--- src/rtl/octonyte_mem_pkg.sv ---
// ---------------------------------------------------------------------------
// octonyte_mem_pkg
//
// Shared definitions for the unified-memory port arbiter:
//   MEM_ADDR_BASE   byte address of memory word 0
//   MEM_AW_DEFAULT  default word-address width (2^14 words = 64 KiB)
//   arb_state_t     arbiter FSM states
//   req_id_t        requester identifiers; the value is also the bit index
//                   of that requester in the arbiter req/gnt vectors
//   in_window()     byte-address range check against the memory window
// ---------------------------------------------------------------------------
package octonyte_mem_pkg;

    localparam logic [31:0] MEM_ADDR_BASE  = 32'h8000_0000;
    localparam int          MEM_AW_DEFAULT = 14;

    typedef enum logic [1:0] {
        IDLE = 2'd0,
        MEM  = 2'd1,
        RESP = 2'd2
    } arb_state_t;

    typedef enum logic {
        REQ_IF = 1'b0,
        REQ_D  = 1'b1
    } req_id_t;

    // True when addr lies in [base, base + 4*2^aw). The comparison is done
    // in 33 bits so a window that ends exactly at 2^32 cannot wrap.
    function automatic logic in_window(input logic [31:0] addr,
                                       input logic [31:0] base,
                                       input int          aw);
        logic [32:0] a;
        logic [32:0] lo;
        logic [32:0] hi;
        a  = {1'b0, addr};
        lo = {1'b0, base};
        hi = lo + (33'd4 << aw);
        return (a >= lo) && (a < hi);
    endfunction

endpackage

--- src/rtl/mem_rr_arb2.sv ---
// ---------------------------------------------------------------------------
// mem_rr_arb2
//
// Two-requester round-robin arbiter. The grant is purely combinational from
// the request vector and the last-grant register; the register only moves
// when the parent reports that the granted request was accepted.
//
// Ports:
//   clock   in   rising-edge clock
//   reset   in   synchronous active-high reset (last grant -> fetch)
//   req     in   [1:0] request vector, bit REQ_IF = fetch, bit REQ_D = data
//   accept  in   granted request was taken this cycle
//   gnt     out  [1:0] one-hot grant (all zero when nothing requests)
// ---------------------------------------------------------------------------
module mem_rr_arb2
    import octonyte_mem_pkg::*;
(
    input  logic       clock,
    input  logic       reset,
    input  logic [1:0] req,
    input  logic       accept,
    output logic [1:0] gnt
);

    req_id_t last_gnt;

    // A lone requester always wins; on a tie the one that was not granted
    // last time wins, which makes data the first tie winner after reset.
    always_comb begin
        gnt = 2'b00;
        unique case (req)
            2'b01:   gnt = 2'b01;
            2'b10:   gnt = 2'b10;
            2'b11:   gnt = (last_gnt == REQ_IF) ? 2'b10 : 2'b01;
            default: gnt = 2'b00;
        endcase
    end

    // The pointer only follows real acceptances, so a grant that is shown
    // but not taken does not cost the other requester its turn.
    always_ff @(posedge clock) begin
        if (reset) begin
            last_gnt <= REQ_IF;
        end else if (accept && (gnt != 2'b00)) begin
            last_gnt <= gnt[1] ? REQ_D : REQ_IF;
        end
    end

endmodule

--- src/rtl/mem_port_arbiter.sv ---
// ---------------------------------------------------------------------------
// mem_port_arbiter
//
// Shares one single-port SRAM between the instruction-fetch requester and
// the load/store requester. One access is in flight at a time: a request is
// accepted in IDLE, range/alignment checked, presented to the memory in MEM
// until the memory accepts it, and answered for exactly one cycle in RESP.
// Bad addresses skip MEM and are answered with err=1 and zero data.
//
// Parameters:
//   ADDR_BASE   byte address of memory word 0
//   MEM_AW      memory word-address width (window = 4*2^MEM_AW bytes)
//
// Ports:
//   clock, reset                         clock / synchronous active-high reset
//   if_req_valid/ready/addr              fetch read request
//   if_rsp_valid/rdata/err               fetch response
//   d_req_valid/ready/addr/we/wstrb/wdata  data request
//   d_rsp_valid/rdata/err                data response
//   mem_en/we/addr/wdata                 memory command
//   mem_ready, mem_rdata                 memory accept / read data (valid the
//                                        cycle after mem_en && mem_ready)
// ---------------------------------------------------------------------------
module mem_port_arbiter
    import octonyte_mem_pkg::*;
#(
    parameter logic [31:0] ADDR_BASE = MEM_ADDR_BASE,
    parameter int          MEM_AW    = MEM_AW_DEFAULT
) (
    input  logic              clock,
    input  logic              reset,

    input  logic              if_req_valid,
    output logic              if_req_ready,
    input  logic [31:0]       if_req_addr,
    output logic              if_rsp_valid,
    output logic [31:0]       if_rsp_rdata,
    output logic              if_rsp_err,

    input  logic              d_req_valid,
    output logic              d_req_ready,
    input  logic [31:0]       d_req_addr,
    input  logic              d_req_we,
    input  logic [3:0]        d_req_wstrb,
    input  logic [31:0]       d_req_wdata,
    output logic              d_rsp_valid,
    output logic [31:0]       d_rsp_rdata,
    output logic              d_rsp_err,

    output logic              mem_en,
    output logic [3:0]        mem_we,
    output logic [MEM_AW-1:0] mem_addr,
    output logic [31:0]       mem_wdata,
    input  logic              mem_ready,
    input  logic [31:0]       mem_rdata
);

    arb_state_t state;
    arb_state_t state_next;

    logic [1:0]        gnt;
    logic              accept;
    logic              sel_d;
    logic [31:0]       sel_addr;
    logic [31:0]       sel_offset;
    logic [MEM_AW-1:0] sel_word;
    logic              sel_err;

    req_id_t           owner_q;
    logic [MEM_AW-1:0] word_q;
    logic              we_q;
    logic [3:0]        wstrb_q;
    logic [31:0]       wdata_q;
    logic              err_q;

    mem_rr_arb2 u_arb (
        .clock  (clock),
        .reset  (reset),
        .req    ({d_req_valid, if_req_valid}),
        .accept (accept),
        .gnt    (gnt)
    );

    // Acceptance can only happen in IDLE; whenever anything is valid there,
    // the arbiter grants someone and the grant is the acceptance.
    assign accept = (state == IDLE) && (if_req_valid || d_req_valid);
    assign sel_d  = gnt[1];

    // Address decode of the winning request. The window offset is kept in
    // full width and truncated after the byte-to-word shift; its upper bits
    // are only meaningful for in-range addresses, which is all that reaches
    // the memory.
    assign sel_addr   = sel_d ? d_req_addr : if_req_addr;
    assign sel_offset = sel_addr - ADDR_BASE;
    assign sel_word   = MEM_AW'(sel_offset >> 2);
    assign sel_err    = (sel_addr[1:0] != 2'b00) ||
                        !in_window(sel_addr, ADDR_BASE, MEM_AW);

    // State register.
    always_ff @(posedge clock) begin
        if (reset) begin
            state <= IDLE;
        end else begin
            state <= state_next;
        end
    end

    // Capture the accepted request. Fetch has no write side, so its write
    // enable, strobes and data are forced to zero.
    always_ff @(posedge clock) begin
        if (reset) begin
            owner_q <= REQ_IF;
            word_q  <= '0;
            we_q    <= 1'b0;
            wstrb_q <= 4'b0000;
            wdata_q <= 32'h0;
            err_q   <= 1'b0;
        end else if (accept) begin
            owner_q <= sel_d ? REQ_D : REQ_IF;
            word_q  <= sel_word;
            we_q    <= sel_d ? d_req_we    : 1'b0;
            wstrb_q <= sel_d ? d_req_wstrb : 4'b0000;
            wdata_q <= sel_d ? d_req_wdata : 32'h0;
            err_q   <= sel_err;
        end
    end

    // Next-state logic. Bad accesses go straight to RESP so the memory is
    // never touched; good ones wait in MEM for the memory to accept.
    always_comb begin
        state_next = state;
        unique case (state)
            IDLE: begin
                if (accept) begin
                    state_next = sel_err ? RESP : MEM;
                end
            end
            MEM: begin
                if (mem_ready) begin
                    state_next = RESP;
                end
            end
            RESP: begin
                state_next = IDLE;
            end
            default: begin
                state_next = IDLE;
            end
        endcase
    end

    // Output decode. Everything defaults to zero, which is also the reset
    // picture: memory command only in MEM, response only in RESP, readies
    // only in IDLE. Read data is passed straight from the memory in RESP,
    // since that is the cycle after the memory accepted the read.
    always_comb begin
        if_req_ready = 1'b0;
        d_req_ready  = 1'b0;
        if_rsp_valid = 1'b0;
        if_rsp_rdata = 32'h0;
        if_rsp_err   = 1'b0;
        d_rsp_valid  = 1'b0;
        d_rsp_rdata  = 32'h0;
        d_rsp_err    = 1'b0;
        mem_en       = 1'b0;
        mem_we       = 4'b0000;
        mem_addr     = '0;
        mem_wdata    = 32'h0;
        unique case (state)
            IDLE: begin
                if_req_ready = gnt[0];
                d_req_ready  = gnt[1];
            end
            MEM: begin
                mem_en    = 1'b1;
                mem_we    = we_q ? wstrb_q : 4'b0000;
                mem_addr  = word_q;
                mem_wdata = wdata_q;
            end
            RESP: begin
                if (owner_q == REQ_D) begin
                    d_rsp_valid = 1'b1;
                    d_rsp_err   = err_q;
                    d_rsp_rdata = (err_q || we_q) ? 32'h0 : mem_rdata;
                end else begin
                    if_rsp_valid = 1'b1;
                    if_rsp_err   = err_q;
                    if_rsp_rdata = err_q ? 32'h0 : mem_rdata;
                end
            end
            default: begin
            end
        endcase
    end

endmodule

--- config.mk ---
export PLATFORM = sky130hd
export DESIGN_NAME = mem_port_arbiter
export DESIGN_NICKNAME = d
export VERILOG_FILES = /design/src/rtl/octonyte_mem_pkg.sv /design/src/rtl/mem_rr_arb2.sv /design/src/rtl/mem_port_arbiter.sv
export SDC_FILE = /design/constraint.sdc
export NUM_CORES = 1
export LEC_CHECK = 0
export BUFFER_PORTS_ARGS = -buffer_cell sky130_fd_sc_hd__buf_4
export CAP_MARGIN = 20
export CORE_ASPECT_RATIO = 0.9
export CORE_MARGIN = 8
export CORE_UTILIZATION = 39
export CTS_BUF_LIST = sky130_fd_sc_hd__clkbuf_8
export DETAILED_ROUTE_END_ITERATION = 10
export GPL_TIMING_DRIVEN = 0
export PLACE_DENSITY = 0.85
export SLEW_MARGIN = 20
export SYNTH_ARGS = -nofsm -noshare
export SYNTH_HDL_FRONTEND = slang
export SYNTH_SLANG_ARGS = --single-unit
export TNS_END_PERCENT = 5
--- constraint.sdc ---
create_clock -name clock -period 1.5 [get_ports clock]
set_input_delay 0.15 -clock clock [delete_from_list [all_inputs] [get_ports clock]]
set_output_delay 0.15 -clock clock [all_outputs]
set_load 0.01 [all_outputs]
Yosys cells after proc, flatten, opt, wreduce, memory -nomap -nowiden --
Cells that the tools add are included.
Word-level totals: bits in registers 56, bits of input ports 138, output and inout port bits 121, logic and storage cells 61
Cells by class: add/subtract/negate cells 1, order comparisons 2, eq/ne operators 7, muxes and demuxes 32, reduce and logical (&&, ||, !) cells 11
Operators with widths (count):
- 32-bit 2-to-1 mux | 9
- 32-bit greater-or-equal comparator, second input constant | 1
- 32-bit < comparator, second input constant | 1
- 16-bit by 1-bit subtractor with 16-bit output, second input constant | 1
- 14-bit 2-to-1 mux | 1
- 1-bit 2-to-1 mux | 13
- 4-bit 2-to-1 mux | 3
- 2-bit 2-to-1 mux | 4
- 2-bit equality test, second input constant | 3
- 2-bit one-hot mux with 3 select lines | 1
- 2-bit by 1-bit equality test with 1-bit output, second input constant | 2
- 2-bit one-hot mux with 2 select lines | 1
- 2-bit nonzero test | 2
- 1-bit logical AND | 3
- 1-bit logical OR | 3
- 2-bit zero test | 1
- 2-bit by 1-bit inequality test with 1-bit output, second input constant | 1
- 2-bit inequality test, second input constant | 1
- 2-bit AND reduction | 1
- 1-bit zero test | 1

Logic depth before layout (Yosys ltp) --
word-level depth 10, mapped depth 6, depth with buffers taken out 5

Cells and area by module --
Synthesis repeated with hierarchy kept, for this count alone.
Unflattened totals: cells, all modules 407, area, all modules 3130.5 µm²
By module, submodules not included:
- mem_port_arbiter | instances 1, cells each 400, area each 3065.4 µm², seq. area each 1101.1 µm²
- mem_rr_arb2 | instances 1, cells each 7, area each 65.1 µm², seq. area each 20.0 µm²

Least setup slack after synthesis --
Ideal clock, no wire load.
path type reg2out, from register state[1], to output port if_rsp_rdata[10], arrival time 1.236 ns, required time 1.350 ns, path slack 0.114 ns, stages on the path, launching flop included 5, path buffers 1, cells stage by stage dfxtp_1 -> nor3b_2 -> nor2b_1 -> buf_2 -> and2_1
On the way: cells in the longest elaborated chain, start to end 2
RTL lines:
- start, declared | line mem_port_arbiter.sv:58 | arb_state_t state;
- start signal, assigned | line mem_port_arbiter.sv:104 | state <= state_next;
- 2-bit equality test | line mem_port_arbiter.sv:169 | unique case (state)
- 32-bit 2-to-1 mux | line mem_port_arbiter.sv:169
- end, declared | line mem_port_arbiter.sv:37 | output logic [31:0] if_rsp_rdata,
Every way passes these cells.

Worst setup path after layout --
from register state[0], to output port d_rsp_rdata[28]
On the way: cells in the longest elaborated chain, start to end 2
RTL lines:
- 2-bit equality test | line mem_port_arbiter.sv:169
- 32-bit 2-to-1 mux | line mem_port_arbiter.sv:169
- end, declared | line mem_port_arbiter.sv:47 | output logic [31:0] d_rsp_rdata,
Every way passes these cells.

==> metrics.txt <==
via count of the first global-routing pass=3,695; hold-fix buffer count after cts=0; Hold WC Path Type=in -> reg; number of core rows=29; internal power consumption=2.465 mW; combinational cell fraction of total power=0.268; ordered cell list for the critical path=and3b_1 -> nor3b_4 -> buf_6 -> buf_6 -> and2_4 -> buf_6; DR vias/cell=~5.2; Multi-input gate area=1707 um^2; result of the run=finished with violations; Warnings, synthesis=0; Avg Synthesized Cell Area=8.443 um^2; cell taking the most area after synthesis=dfxtp_1; count of pins over their slew limit=0; DR pass1 iterations=5; CP delay by family, top=simple AND/OR/NAND/NOR gates; Total Power Consumption=3.392 mW; DRC Markers=0; number of cells on the worst reg-to-reg path=5; TritonCTS clock tree=yes; crit-path max cell delay=roughly 0.38 ns; area of the core=slightly above 7000 um^2; routed wire length=about 14,000 um; die boundary height=~98 um; cell depth of the worst min-delay path=3; reg-to-reg startpoint=u_arb.last_gnt; Setup CP Type=reg -> out; maximum clock skew at final layout=between 0.009 and 0.01 ns; CP Max Fanout=7; first-pass GRT wire length=21,310 um; maximum number of pins on one net before global-route repair=17; share of total power in the clock network=0.250; synthesized instance count=roughly 340; Hold Violations, Final=0; startpoint type of the worst setup path=flop; count of flip-flops with a built-in enable after synthesis=0; H-Tree Level Count=2; CP Data Required Time=approximately 1.4 ns; PortBufs=approximately 260; Num CTS Buffers=5; number of buffers on the longest clock path=2; Period minus WS final=between 1.5 and 2 ns; slack of the worst reg-to-reg path=roughly 0.06 ns; CP max-delay cell=dfxtp_4; max capacitance violation total=0; capture endpoint of the worst hold path=state[1]; overflow left after global routing=0; die width=106.6 um; relative slew slack=0.6391; total half-perimeter wirelength after legalization and detailed placement=between 10,000 and 15,000 um; most frequent CP cell=buf_6; hold slack final=roughly 0.078 ns; count of nets left with antenna violations after detail routing=0; worst-skew pair later-pin latency=roughly 0.31 ns; element type at the critical path end=primary output; global router's overall resource usage=0.2575; net switching power of the design=slightly above 0.9 mW; Via Count=between 3k and 4k; origin of the worst min-delay path=mem_ready; count of fill cells added during filler insertion=between 500 and 600; power density of the placed cells=630.7 nW/um^2; synthesized net count=~480; top cells by area in the synthesized netlist=dfxtp_1 39%, and2_1 24%, a22oi_1 9.6%; total buffers and inverters traversed by the critical path=3; clock transition at the register clock pins on the worst setup and hold paths after CTS=~0.1 ns; net count of the finished layout=~750; top post-synthesis cells by count=112 x and2_1, 56 x dfxtp_1, 55 x nor2_1; Crit path arrival time=approximately 1.7 ns; leading register cell type out of synthesis=dfxtp_1; number of setup violations in the final report=between 100 and 150; unrepaired setup endpoints after global routing=yes; proportion of synthesized chip area in sequential cells=0.3894; synthesized area=2879 um^2; Switching Share=0.2733; I/O pin count=259; antenna cell count=0; final clock period utilization by the worst path=1.208; count of routing violations after the opening detailed-route iteration=293; layout overhead on the synthesized area=86.79%; cell count after placement=between 600 and 700; Clock Sinks=between 50 and 60; leakage power=around 2.7 nW; FFs w/ async S/R, synth=0; final weighted congestion in routability-driven placement=just over 0.9; average detailed-routed wire length per instance=20.06 um; total die area=~10,000 um^2; most numerous cell in the Yosys netlist=and2_1; largest voltage drop on the vdd net=slightly below 0.5 mV; Initial Util=0.4048; Root Driver=clkbuf_8; share of layout cells above drive strength 1=0.5357; violations in the final reports=setup timing; setup ws final=-0.3126 ns; number of flip-flops and latches in the synthesized netlist=56; register area=1130 um^2; share of the synthesized area in the top cell type=0.3894; initial antenna violation count=0; upper clock frequency limit=551.7 MHz; Worst-Margin Slew=~0.54 ns; worst flop-to-flop path endpoint=err_q; share of power burned in registers=0.483; count of unique library cells instantiated by Yosys=29; Finished Layout Cells=709
[power by group through the flow]
stage | Clock, mW | Combinational [mW] | Sequential (mW)
2_1_floorplan | 0 | 0.353 | 1.65
3_3_place_gp | 0 | 0.813 | 1.66
6_report | 0.847 | 0.908 | 1.64
5_1_grt | 0.921 | 0.976 | 1.65
4_1_cts | 0.861 | 0.864 | 1.63
3_5_place_dp | 0 | 0.837 | 1.67
[worst max-delay path by stage]
| stage | startpoint | end | slack, ns | cells after the start |
|---|---|---|---|---|
| after detailed placement | state[0] | mem_wdata[16] | -0.21 | 5 |
| final | state[0] | d_rsp_rdata[28] | -0.31 | 6 |
| after floorplan | state[1] | if_rsp_rdata[10] | 0.11 | 4 |
| after global routing | state[0] | d_rsp_rdata[22] | -0.41 | 6 |
| after CTS | state[0] | d_rsp_rdata[4] | -0.30 | 6 |
| after global placement | state[1] | if_rsp_rdata[24] | -0.17 | 5 |
[stage by stage]
stage          utilization  worst slack, ns  area, um^2  setup TNS, ns
4_1_cts             0.7310          -0.3018        5199         -21.92
3_5_place_dp        0.6935          -0.2136        4932         -15.31
6_report            0.7562          -0.3126        5378         -21.60
2_1_floorplan            -           0.1142        2879              0
3_3_place_gp        0.6935          -0.1687        4932         -11.06
5_1_grt             0.7562          -0.4058        5378         -31.44
[cell usage in the layout, fill, tap and decap left out, types with 2 or more instances in the layout]
cell and n:
nor2_1 55, a22oi_1 37, buf_6 27, clkbuf_1 7
buf_4 254, buf_2 2, and2_4 19, nor4b_1 2
nand2_1 5, a21oi_1 2, nor4_1 4, a222oi_1 14
dfxtp_4 2, and3_1 4, clkbuf_4 2, nand3b_1 2
nor3_4 2, nor3b_4 2, clkbuf_8 11, and2_1 93
dfxtp_1 53
[per-layer routing]
layer	routed length, um	track usage
met3	1180	0.07759
met2	7473	0.4596
met5	0	0
met1	5420	0.2911
met4	151	0.05514
[cell families after synthesis]
family	count (synthesis)	share of synthesized area
AND/OR/NAND/NOR	197	0.3968
AO/OA/AOI/OAI	58	0.1673
flip-flops	56	0.3894
buffers and inverters	30	0.04650
[state kept, by name, indices dropped and copies added, names as in the netlist]
| name | count |
|---|---|
| state | 2 |
| err_q | 1 |
| u_arb.last_gnt | 1 |
| word_q | 14 |
| we_q | 1 |
| wdata_q | 32 |
| wstrb_q | 4 |
| owner_q | 1 |
[repair_timing]
action,in CTS,in global routing
pin swaps,2,17
gates cloned,1,2
buffers inserted,5,1
setup endpoints to repair,168,169
gates resized for setup,40,61
[worst reg2reg max path, stage by stage, from the launching register on]
cell	delay [ns]
dfxtp_1	0.34
a21boi_1	0.33
nand4_1	0.21
nor4_4	0.24
a2111o_1	0.19
nand2_1	0.05
[area by class of cell]
cell class | count | area share
flip-flops and latches | 56 | 0.2101
clock buffers | 6 | 0.01536
clock inverters | 2 | 0.002094
well taps | 93 | 0.02164
plain buffers | 30 | 0.04467
repair buffers | 267 | 0.3888
multi-input cells | 255 | 0.3174
Power figures use the tool's default switching activity.
